File: config.mk
export PLATFORM = sky130hd
export DESIGN_NAME = vx_fetch_stage
export DESIGN_NICKNAME = d
export VERILOG_FILES = /design/src/rtl/VX_gpu_pkg.sv /design/src/rtl/vx_fetch_skid.sv /design/src/rtl/vx_fetch_stage.sv
export SDC_FILE = /design/constraint.sdc
export NUM_CORES = 1
export LEC_CHECK = 0
export BUFFER_PORTS_ARGS = -buffer_cell sky130_fd_sc_hd__buf_2
export CAP_MARGIN = 25
export CORE_UTILIZATION = 30
export DETAILED_ROUTE_END_ITERATION = 12
export PLACE_DENSITY = 0.55
export SYNTH_ARGS = -nofsm -noshare
export SYNTH_HDL_FRONTEND = slang
export SYNTH_HIERARCHICAL = 1
export SYNTH_SLANG_ARGS = --single-unit
File: constraint.sdc
create_clock -name clk -period 18.8 [get_ports clk]
set_input_delay 3.76 -clock clk [delete_from_list [all_inputs] [get_ports clk]]
set_output_delay 3.76 -clock clk [all_outputs]
set_load 0.05 [all_outputs]
File: src/rtl/VX_gpu_pkg.sv
// Shared GPU-core types for the fetch path.
//   fetch_ctx_t  : warp context parked while its I-cache read is outstanding
//   fetch_beat_t : one instruction beat handed to decode (context + word + warp id)
// The core-wide sizes below set the widths of these types; the fetch stage
// parameters default to the same values.
package VX_gpu_pkg;

    localparam int NUM_WARPS   = 4;
    localparam int NUM_THREADS = 4;
    localparam int XLEN        = 32;
    localparam int UUID_WIDTH  = 44;
    localparam int NW_WIDTH    = (NUM_WARPS > 1) ? $clog2(NUM_WARPS) : 1;

    typedef struct packed {
        logic [XLEN-1:0]        pc;
        logic [NUM_THREADS-1:0] tmask;
        logic [UUID_WIDTH-1:0]  uuid;
    } fetch_ctx_t;

    typedef struct packed {
        fetch_ctx_t            ctx;
        logic [31:0]           instr;
        logic [NW_WIDTH-1:0]   wid;
    } fetch_beat_t;

endpackage

File: src/rtl/vx_fetch_skid.sv
// Two-entry valid/ready elastic buffer.
//   clk, reset            : clock, synchronous active-high reset (control only)
//   valid_in/ready_in     : upstream handshake; ready_in depends only on occupancy
//   data_in               : DATAW-bit payload
//   valid_out/ready_out   : downstream handshake
//   data_out              : head entry, stable while valid_out & ~ready_out
// Two entries let the buffer accept and emit one beat per cycle while
// ready_in stays a pure register output (no combinational path from ready_out).
module vx_fetch_skid #(
    parameter int DATAW = 8
) (
    input  logic             clk,
    input  logic             reset,
    input  logic             valid_in,
    output logic             ready_in,
    input  logic [DATAW-1:0] data_in,
    output logic             valid_out,
    input  logic             ready_out,
    output logic [DATAW-1:0] data_out
);

    logic [DATAW-1:0] mem [2];
    logic             wr_ptr;
    logic             rd_ptr;
    logic [1:0]       count;
    logic             push;
    logic             pop;

    assign ready_in  = (count != 2'd2);
    assign valid_out = (count != 2'd0);
    assign data_out  = mem[rd_ptr];
    assign push      = valid_in & ready_in;
    assign pop       = valid_out & ready_out;

    always_ff @(posedge clk) begin
        if (reset) begin
            wr_ptr <= 1'b0;
            rd_ptr <= 1'b0;
            count  <= 2'd0;
        end else begin
            if (push) wr_ptr <= ~wr_ptr;
            if (pop)  rd_ptr <= ~rd_ptr;
            case ({push, pop})
                2'b10:   count <= count + 2'd1;
                2'b01:   count <= count - 2'd1;
                default: count <= count;
            endcase
        end
    end

    // Storage carries no reset; occupancy alone decides what is valid.
    always_ff @(posedge clk) begin
        if (push) mem[wr_ptr] <= data_in;
    end

endmodule

File: src/rtl/vx_fetch_stage.sv
// Instruction-fetch stage between the warp scheduler and decode.
//   clk, reset                 : clock, synchronous active-high reset
//   sched_*                    : scheduled warp {wid, tmask, pc, uuid}, valid/ready
//   icache_req_*               : word-address request tagged with the warp id
//   icache_rsp_*               : instruction word returned with its warp id tag
//   fetch_*                    : re-joined {context, instr} beat to decode, valid/ready
//   busy                       : registered; any fetch pending or buffered last cycle
// At most one fetch per warp is outstanding (pending[] bit); the warp context
// is parked in a per-warp table and rejoined with the response by tag, so
// responses may return out of order across warps.
module vx_fetch_stage #(
    parameter int NUM_WARPS   = VX_gpu_pkg::NUM_WARPS,
    parameter int NUM_THREADS = VX_gpu_pkg::NUM_THREADS,
    parameter int XLEN        = VX_gpu_pkg::XLEN,
    parameter int UUID_WIDTH  = VX_gpu_pkg::UUID_WIDTH,
    localparam int NW_WIDTH   = (NUM_WARPS > 1) ? $clog2(NUM_WARPS) : 1
) (
    input  logic                   clk,
    input  logic                   reset,

    input  logic                   sched_valid,
    output logic                   sched_ready,
    input  logic [NW_WIDTH-1:0]    sched_wid,
    input  logic [NUM_THREADS-1:0] sched_tmask,
    input  logic [XLEN-1:0]        sched_pc,
    input  logic [UUID_WIDTH-1:0]  sched_uuid,

    output logic                   icache_req_valid,
    input  logic                   icache_req_ready,
    output logic [XLEN-3:0]        icache_req_addr,
    output logic [NW_WIDTH-1:0]    icache_req_tag,

    input  logic                   icache_rsp_valid,
    output logic                   icache_rsp_ready,
    input  logic [31:0]            icache_rsp_data,
    input  logic [NW_WIDTH-1:0]    icache_rsp_tag,

    output logic                   fetch_valid,
    input  logic                   fetch_ready,
    output logic [NW_WIDTH-1:0]    fetch_wid,
    output logic [NUM_THREADS-1:0] fetch_tmask,
    output logic [XLEN-1:0]        fetch_pc,
    output logic [UUID_WIDTH-1:0]  fetch_uuid,
    output logic [31:0]            fetch_instr,

    output logic                   busy
);

    import VX_gpu_pkg::*;

    fetch_ctx_t           ctx_table [NUM_WARPS];
    logic [NUM_WARPS-1:0] pending;
    logic                 req_blocked;
    logic                 req_fire;
    logic                 rsp_fire;
    fetch_ctx_t           req_ctx;
    fetch_beat_t          rsp_beat;
    fetch_beat_t          out_beat;
    logic                 busy_p1;

    // ---- Request: scheduler -> I-cache (combinational) ----
    // A warp with a fetch outstanding is held off until its response is
    // accepted; the clear lands at the clock edge, so a request for the same
    // warp in the response cycle is refused and goes through one cycle later.
    assign req_blocked      = pending[sched_wid];
    assign icache_req_valid = sched_valid & ~req_blocked;
    assign sched_ready      = icache_req_ready & ~req_blocked;
    assign req_fire         = sched_valid & sched_ready;
    assign icache_req_addr  = sched_pc[XLEN-1:2];
    assign icache_req_tag   = sched_wid;

    assign req_ctx.pc    = sched_pc;
    assign req_ctx.tmask = sched_tmask;
    assign req_ctx.uuid  = sched_uuid;

    // Context table: one write port (request) and one read port (response),
    // so a request for one warp and a response for another never interact.
    always_ff @(posedge clk) begin
        if (req_fire) ctx_table[sched_wid] <= req_ctx;
    end

    // ---- Response: I-cache -> output buffer ----
    assign rsp_fire       = icache_rsp_valid & icache_rsp_ready;
    assign rsp_beat.ctx   = ctx_table[icache_rsp_tag];
    assign rsp_beat.instr = icache_rsp_data;
    assign rsp_beat.wid   = icache_rsp_tag;

    always_ff @(posedge clk) begin
        if (reset) begin
            pending <= '0;
        end else begin
            if (rsp_fire) pending[icache_rsp_tag] <= 1'b0;
            if (req_fire) pending[sched_wid]      <= 1'b1;
        end
    end

    vx_fetch_skid #(
        .DATAW ($bits(fetch_beat_t))
    ) u_skid (
        .clk       (clk),
        .reset     (reset),
        .valid_in  (icache_rsp_valid),
        .ready_in  (icache_rsp_ready),
        .data_in   (rsp_beat),
        .valid_out (fetch_valid),
        .ready_out (fetch_ready),
        .data_out  (out_beat)
    );

    // ---- Output: buffer head -> decode ----
    assign fetch_wid   = out_beat.wid;
    assign fetch_tmask = out_beat.ctx.tmask;
    assign fetch_pc    = out_beat.ctx.pc;
    assign fetch_uuid  = out_beat.ctx.uuid;
    assign fetch_instr = out_beat.instr;

    always_ff @(posedge clk) begin
        if (reset) busy_p1 <= 1'b0;
        else       busy_p1 <= (|pending) | fetch_valid;
    end
    assign busy = busy_p1;

    // Protocol checks on accepted transfers.
    always_ff @(posedge clk) begin
        if (!reset) begin
            if (req_fire) begin
                assert (sched_pc[1:0] == 2'b00);
                assert (int'(sched_wid) < NUM_WARPS);
            end
            if (rsp_fire) begin
                assert (pending[icache_rsp_tag]);
            end
        end
    end

endmodule

# After elaboration in Yosys (flattened, before gate mapping)
# Memories as Yosys holds them, arrays and structs flattened. A register that Yosys moved wholly into a read port is not among the register bits.
# Index checks and enable logic that the tools add are counted.
# Widths: inputs -> output; s select.
dict set report classes {
  add_sub_neg 2
  magnitude_cmp 4
  n_eq_ne 3
  mux 16
  bitwise 12
  reduce_logical 5
}
# operator n
set op_table {}
lappend op_table {{$mux 4} 3}
lappend op_table {{$mux 1} 9}
lappend op_table {{$lt 2x3->1 const B} 2}
lappend op_table {{$and 1x1->1} 5}
lappend op_table {{$and 4x4->4} 1}
lappend op_table {{$demux 1 s2} 2}
lappend op_table {{$ge 2x1->1 const B} 2}
lappend op_table {{$not 4->4} 1}
lappend op_table {{$or 4x4->4} 1}
lappend op_table {{$pmux 2 s2} 1}
lappend op_table {{$reduce_bool 2->1} 2}
lappend op_table {{$reduce_or 4->1} 1}
lappend op_table {{$not 1->1} 3}
lappend op_table {{$add 2x1->2 const B} 1}
lappend op_table {{$bmux 1 s2} 1}
lappend op_table {{$eq 2x1->1 const B} 1}
lappend op_table {{$eq 2x2->1 const B} 1}
lappend op_table {{$logic_and 1x1->1} 2}
lappend op_table {{$ne 2x2->1 const B} 1}
lappend op_table {{$sub 2x1->2 const B} 1}
lappend op_table {{$or 1x1->1} 1}
dict set report totals {
  ff_bits 9
  mem_bits_rw 548
  in_bits 122
  out_inout_bits 151
  elab_cells 49
  n_memories 2
}
# name words word_bits rd rd_clocked_by_memory_dff write_ports line
set memory_table {}
lappend memory_table {ctx_table 4 80 1 0 1 vx_fetch_stage.sv:51} ;# fetch_ctx_t ctx_table [NUM_WARPS];
lappend memory_table {u_skid.mem 2 114 1 1 1 vx_fetch_skid.sv:22} ;# logic [DATAW-1:0] mem [2];

# Longest topological paths before layout
# Gate-level depths: netlist (run 1).
dict set report logic_depth {
  depth_word 10
  ltp_mapped 6
  ltp_nobuf 6
}

# Modules after synthesis
# The synthesis (run 1) kept the hierarchy.
# module n_inst cells_per_inst area_per_inst_um2
set by_module_without_submodules {}
lappend by_module_without_submodules {vx_fetch_stage 1 482 12089.1}
lappend by_module_without_submodules {vx_fetch_skid 1 379 8461.9}

# Least setup slack after synthesis (run 1)
# No wires, ideal clock.
dict set report synth_timing {
  kind {in2reg}
  startpoint {input sched_wid[1]}
  endpoint {memory ctx_table[1][0] (netlist bit), enable pin}
  arrival_time_ps 9846
  setup_slack_ps 8321
  stages 2
  cell_sequence {nand3b_1 > nor3b_1}
}
dict set report synth_between {
  elab_chain_len 7
}
# item line
set synth_rtl {}
lappend synth_rtl {{from (decl)} vx_fetch_stage.sv:23} ;# input logic [NW_WIDTH-1:0] sched_wid,
lappend synth_rtl {{$bmux 1 s2} vx_fetch_stage.sv:65} ;# assign req_blocked = pending[sched_wid];
lappend synth_rtl {{$mux 1 (not written as such)} vx_fetch_stage.sv:65}
lappend synth_rtl {{$not 1->1} vx_fetch_stage.sv:67} ;# assign sched_ready = icache_req_ready & ~req_blocked;
lappend synth_rtl {{$and 1x1->1} vx_fetch_stage.sv:67}
lappend synth_rtl {{$and 1x1->1} vx_fetch_stage.sv:68} ;# assign req_fire = sched_valid & sched_ready;
lappend synth_rtl {{$mux 1} vx_fetch_stage.sv:79} ;# if (req_fire) ctx_table[sched_wid] <= req_ctx;
lappend synth_rtl {{$mux 1 (not written as such)} vx_fetch_stage.sv:79}
lappend synth_rtl {{to (decl)} vx_fetch_stage.sv:51}
# Several ways; a longest one is shown, not always the timed one. The select of a mux whose other input is x is not followed.

# Final worst setup path (run 1)
dict set report layout_timing {
  startpoint {input sched_wid[0]}
  endpoint {output icache_req_valid}
}
dict set report layout_between {
  elab_chain_len 4
}
# item line
set layout_rtl {}
lappend layout_rtl {{$bmux 1 s2} vx_fetch_stage.sv:65}
lappend layout_rtl {{$mux 1 (not written as such)} vx_fetch_stage.sv:65}
lappend layout_rtl {{$not 1->1} vx_fetch_stage.sv:66} ;# assign icache_req_valid = sched_valid & ~req_blocked;
lappend layout_rtl {{$and 1x1->1} vx_fetch_stage.sv:66}
lappend layout_rtl {{to (decl)} vx_fetch_stage.sv:28} ;# output logic icache_req_valid,
# Every way passes these cells. The select of a mux whose other input is x is not followed.

==> flow_summary.json, run 1 <==
{
  "ir_drop_uv": 72.21,
  "root_buffer": "clkbuf_16",
  "routed_wl_mm": 41.77,
  "yosys_register_bits": 558,
  "r2r_cells": 3,
  "insertion_delay_ps": 600,
  "leakage_nw": 8.232,
  "cts_resized": 0,
  "post-route-period-util_pct": 45.91,
  "die_x_um": 263.7,
  "ant_nets": 0,
  "min_from": "u_skid/count[1]$_SDFFE_PP0P_",
  "synth.top_cell.area_share_pct": 80.07,
  "r2r_end": "u_skid/mem[1][73]$_DFFE_PP_",
  "syn_nets": 984,
  "dieArea_sq_mm": 0.06955,
  "antenna_found_initial": 1,
  "cp_max_fo": 10,
  "ctsHtreeMaxLevel": 2,
  "ys_seq_area_share_pct": 81.05,
  "grt_max_degree": 63,
  "pwr_density_cell_mw_per_mm2": 136.8,
  "end_kind": "primary output",
  "fin_worst_skew_ps": 14.68,
  "cts_sinks": 558,
  "dp_hpwl_mm": 23.10,
  "worstSetupPathType": "in2out",
  "whs_ps": 520.5,
  "drtIter0Drc": 454,
  "synth_area_sq_mm": 0.02055,
  "holdPathEnd": "u_skid/count[1]$_SDFFE_PP0P_",
  "nNetsFinal": 1268,
  "hold_path.class": "reg2reg",
  "cts_tree": "done",
  "vias_per_cell": 4.486,
  "slew_headroom_pct": 32.97,
  "clk_pin_slew_ps": 60,
  "drive_gt1_share_pct": 48.27,
  "r2r_slack_ps": 15810,
  "period_needed_ps": 8632,
  "synth.area.top_cells": "edfxtp_1 80%, mux4_2 8.9%, mux2_2 6.2%",
  "worstMarginPinSlew_ps": 1005,
  "grt_pass1_vias": 10046,
  "finalHoldViolations": 0,
  "max_freq_ghz": 0.1159,
  "post-route-drc-count": 0,
  "final-max-slew-violation-count": 0,
  "vias": 9242,
  "synth_cell_types": 33,
  "row_count": 95,
  "cts_hold_buf": 0,
  "tns_ps": 0,
  "cp.arrival_ps": 4870,
  "fill_cells": 6221,
  "synth_top_area_cell": "edfxtp_1",
  "synthCells": 861,
  "grt_usage_pct": 12.01,
  "synthToLayoutAreaGrowth_pct": 19.50,
  "startpoint_type": "primary input",
  "reg2reg_from": "u_skid/count[0]$_SDFFE_PP0P_",
  "initial_utilization_pct": 30.44,
  "coreArea_sq_mm": 0.06751,
  "finalSetupViolCount": 0,
  "wl_per_cell_um": 20.28,
  "die_y_um": 263.7,
  "syn_avg_cell_area_sq_um": 23.87,
  "cts_buffers": 60,
  "gp_congestion": 0.7202,
  "cts_setup_buffers": 0,
  "grt_setup_unrepaired": "no",
  "whs_path_depth": 2,
  "firstDrtPassIters": 4,
  "crit_required_ps": 15040,
  "ios": 273,
  "grt-ovfl-total": 0,
  "status": "finished, final reports clean",
  "max-cap-violations": 0,
  "numPortBuffers": 272,
  "grt_pass1_wl_mm": 62.51,
  "cts_buffer_depth": 3,
  "synth_warnings": 6
}
[state kept, by name (all words and copies together), names as in the netlist, named ones only]
| signal | cells |
|---|---|
| pending | 4 |
| u_skid/rd_ptr | 1 |
| ctx_table | 320 |
| u_skid/count | 2 |
| u_skid/mem | 228 |
| u_skid/wr_ptr | 1 |
| busy | 1 |
[area by class of cell]
class	instances	area (sq um)	area share, %
tap	873	1092	4.448
timing repair buffer	286	1495	6.088
antenna	2	5.005	0.02038
multi-input combinational	235	3415	13.90
clock inverter	34	319.1	1.299
inverter	4	20.02	0.08152
clock buffer	68	1553	6.323
sequential	558	16660	67.84
[logic make-up after synthesis]
logic type,Yosys count,share of synthesized area (%)
fa+ha+maj,1,0.06087
mux,195,15.12
xor+xnor,3,0.1279
compound gates,11,0.3957
buf+inv,68,2.460
simple gates,25,0.7854
flops,558,81.05
[cell usage after synthesis]
master and count:
nand2b_1 1, xnor2_1 2, nand3b_1 2, dfxtp_1 10, nor3b_1 2, o21ai_0 1, a21bo_2 1, inv_1 4
or2_2 1, mux4_2 81, o32ai_1 3, nor4_1 1, and3_1 2, o21a_1 1, edfxtp_1 548, xor2_1 1
or3_1 3, nor2_1 3, nand3_1 1, and4b_1 2, a41oi_1 1, buf_4 33, buf_6 14, nand2_1 1
mux2_2 114, nor2b_1 2, ha_1 1, buf_2 17, nor4bb_1 1, or3b_2 1, a311oi_1 1, nor3_1 2
a21oi_1 3
[stage by stage]
stage | instances | setup WS (ps) | utilization (%) | cell area [sq um] | total power [W]
finish | 2060 | 10170 | 36.38 | 24560 | 0.003359
global route | 2058 | 10140 | 36.37 | 24550 | 0.003493
CTS | 2058 | 10170 | 36.37 | 24550 | 0.003416
detailed placement | 1956 | 10170 | 33.60 | 22680 | 0.002276
global placement | 1955 | 10160 | 33.55 | 22650 | 0.002263
floorplan | 861 | 8321 | - | 20550 | 0.002096
[cell usage in the layout, fill, tap and decap left out, types with 2 or more instances in the layout]
cell type,instances
a21oi_1,3
and4b_1,2
buf_2,270
buf_4,14
bufinv_16,6
clkbuf_1,7
clkbuf_16,61
clkinv_1,14
clkinv_2,9
clkinvlp_4,2
dfxtp_1,9
diode_2,2
edfxtp_1,548
inv_1,3
inv_6,3
mux2_2,114
mux4_2,81
nand3b_1,2
nor2_1,3
nor2b_1,2
nor3_2,2
nor3b_2,2
o32ai_1,3
or3_1,3
xnor2_1,2
[how the worst max path moves through the flow]
stage | startpoint | end | slack, ps
after global placement | sched_wid[0] | sched_ready | 10160
after floorplan | sched_wid[1] | ctx_table[1][0]$_DFFE_PP_ | 8320
after global routing | sched_wid[0] | icache_req_valid | 10140
final | sched_wid[0] | icache_req_valid | 10170
after CTS | sched_wid[0] | icache_req_valid | 10170
after detailed placement | sched_wid[0] | icache_req_valid | 10170
[per-layer routing]
metal	vias to the layer above	track usage [%]	part of all wire [%]
met2	242	21.26	51
met1	4814	14.22	41
met3	68	3.188	5.7
met5	-	0	0.031
li1	4116	-	-
met4	2	3.630	2.1
[where the power goes]
group	switching, W	leakage (nW)	internal (W)
combinational	0.000538	2.20	0.000196
clock	0.000458	0.915	0.000667
sequential	0.0000273	5.12	0.00147
total	0.00102	8.23	0.00234
[critical path: stages]
cell	delay (ps)
buf_2	190
mux4_2	530
nor2b_1	120
buf_2	270
No activity file was read; power rests on OpenSTA's default activity.
==> inputs of run 2 (changes only) <==
==> constraint.sdc (replaced) <==
create_clock -name clk -period 8.8 [get_ports clk]
set_input_delay 1.76 -clock clk [delete_from_list [all_inputs] [get_ports clk]]
set_output_delay 1.76 -clock clk [all_outputs]
set_load 0.05 [all_outputs]
==> run 2 against run 1 <==
  * Sequential power is 120% higher
  * Combinational power is 110% higher
  * Power is 110% higher
  * Highest routed layer unchanged
==> flow_summary.json, run 2 (synthesis results as in run 1) <==
{
  "status": "finished, final reports clean",
  "post-route-drc-count": 0,
  "pwr_density_cell_mw_per_mm2": 293.4,
  "fin_worst_skew_ps": 13.73,
  "cp.arrival_ps": 3150,
  "top_regs": "ctx_table (320), u_skid/mem (228), pending (4)",
  "p_seq_share_pct": 44.8,
  "drtIter0Drc": 376,
  "period_needed_ps": 4908,
  "ant_nets": 0,
  "coreArea_sq_mm": 0.06751,
  "combPwrFrac_pct": 21.2,
  "gp_congestion": 0.6994,
  "final-max-slew-violation-count": 0,
  "worstSetupPathType": "reg2out",
  "ir_drop_uv": 163.4,
  "end_kind": "primary output",
  "dp_cells": 1956,
  "crit_required_ps": 7040,
  "finalHoldViolations": 0,
  "top_register": "ctx_table",
  "antenna_found_initial": 1,
  "mostFrequentLayoutCells": "548 x edfxtp_1, 270 x buf_2, 114 x mux2_2, 81 x mux4_2, 59 x clkbuf_16",
  "final_area_sq_mm": 0.02459,
  "numPortBuffers": 272,
  "cts_hold_buf": 0,
  "cp_max_fo": 63,
  "max_freq_ghz": 0.2038,
  "cts_buffers": 59,
  "grt_pass1_wl_mm": 62.29,
  "synthToLayoutAreaGrowth_pct": 19.66,
  "routed_wl_mm": 42.02,
  "mostFrequentLayoutCell": "edfxtp_1",
  "finalSetupViolCount": 0,
  "grt_setup_unrepaired": "no",
  "setup_ws_ps": 3892,
  "ios": 273,
  "row_count": 95,
  "wl_per_cell_um": 20.35,
  "fill_cells": 6224,
  "p_int_w": 0.005019,
  "slew_headroom_pct": 32.82,
  "regArea_sq_mm": 0.01666,
  "leakage_nw": 8.252,
  "startpoint_type": "register",
  "die_x_um": 263.7,
  "grt_max_degree": 64,
  "clock_power_share_pct": 34.0,
  "cts_tree": "done",
  "dieArea_sq_mm": 0.06955,
  "ctsHtreeMaxLevel": 2,
  "insertion_delay_ps": 600,
  "grt_usage_pct": 12.03,
  "p_switching_w": 0.002197,
  "dp_hpwl_mm": 22.61,
  "cts_resized": 0,
  "multiInputGateArea_sq_mm": 0.003415,
  "cts_buffer_depth": 3,
  "switching_share_pct": 30.44,
  "worstMarginPinSlew_ps": 1008,
  "grt_pass1_vias": 10083,
  "largest_reg_flops": 320,
  "firstDrtPassIters": 4,
  "cts_setup_buffers": 0,
  "drive_gt1_share_pct": 48.03,
  "max-cap-violations": 0,
  "power_w": 0.007216,
  "nNetsFinal": 1267,
  "place_area_sq_mm": 0.02268,
  "tns_ps": 0,
  "post-route-period-util_pct": 55.77,
  "initial_utilization_pct": 30.44,
  "place_ws_ps": 4166,
  "cts_sinks": 558,
  "final_cells": 2065,
  "vias": 9330,
  "die_y_um": 263.7,
  "hold_path.class": "reg2reg",
  "clk_pin_slew_ps": 60,
  "vias_per_cell": 4.518,
  "root_buffer": "clkbuf_16",
  "grt-ovfl-total": 0
}
## run 2: changes by cell type in the layout (fill, tap and decap cells not counted)
cell / previous run / this run
bufinv_16: 6 / 8
clkbuf_1: 7 / 12
clkbuf_16: 61 / 59
clkinv_1: 14 / 15
clkinv_4: 1 / 0
clkinvlp_4: 2 / 0
diode_2: 2 / 1
inv_6: 3 / 6
## run 2: through the flow
step / hold WS, ps / util [%]
CTS: 518.5 / 36.42
global placement: 495.3 / 33.55
finish: 510.4 / 36.42
global route: 569.9 / 36.42
floorplan: 458.7 / -
detailed placement: 501.1 / 33.60
## run 2: path summary, 6_finish.rpt
check	cells past startpoint	end	slack, ps	start
worst min-delay path	2	u_skid/rd_ptr$_SDFFE_PP0P_	510	u_skid/rd_ptr$_SDFFE_PP0P_
worst max register to register	4	u_skid/mem[0][86]$_DFFE_PP_	5980	u_skid/count[0]$_SDFFE_PP0P_
worst min register to register	2	u_skid/rd_ptr$_SDFFE_PP0P_	510	u_skid/rd_ptr$_SDFFE_PP0P_
worst max-delay path	3	fetch_pc[1]	3890	register
## run 2: power by group through the flow
| stage | combinational (W) | clock, W | sequential, W |
|---|---|---|---|
| 2_1_floorplan | 0.00122 | 0 | 0.00325 |
| 3_3_place_gp | 0.00154 | 0 | 0.00329 |
| 3_5_place_dp | 0.00155 | 0 | 0.00330 |
| 4_1_cts | 0.00156 | 0.00254 | 0.00324 |
| 5_1_grt | 0.00160 | 0.00264 | 0.00326 |
| 6_report | 0.00153 | 0.00245 | 0.00323 |
## run 2: metal layers
metal | GRT usage, % | vias to the layer above | routed length, um | share of wire [%]
li1 | - | 4126 | - | -
met1 | 14.30 | 4882 | 17360 | 41
met2 | 21.76 | 254 | 21780 | 52
met3 | 2.601 | 66 | 2012 | 4.8
met4 | 3.441 | 2 | 860 | 2.0
met5 | 0 | - | 13 | 0.031
## run 2: critical path: stages (launching register included)
cell and delay (ps):
dfxtp_4 960, buf_4 890, mux2_2 440, buf_2 220
## run 2: cell type report
| type | instances | share of cell area (%) |
|---|---|---|
| timing repair buffer | 286 | 6.080 |
| inverter | 4 | 0.08141 |
| antenna | 1 | 0.01018 |
| sequential | 558 | 67.75 |
| tap | 873 | 4.442 |
| clock buffer | 71 | 6.187 |
| multi-input combinational | 235 | 13.89 |
| clock inverter | 37 | 1.567 |
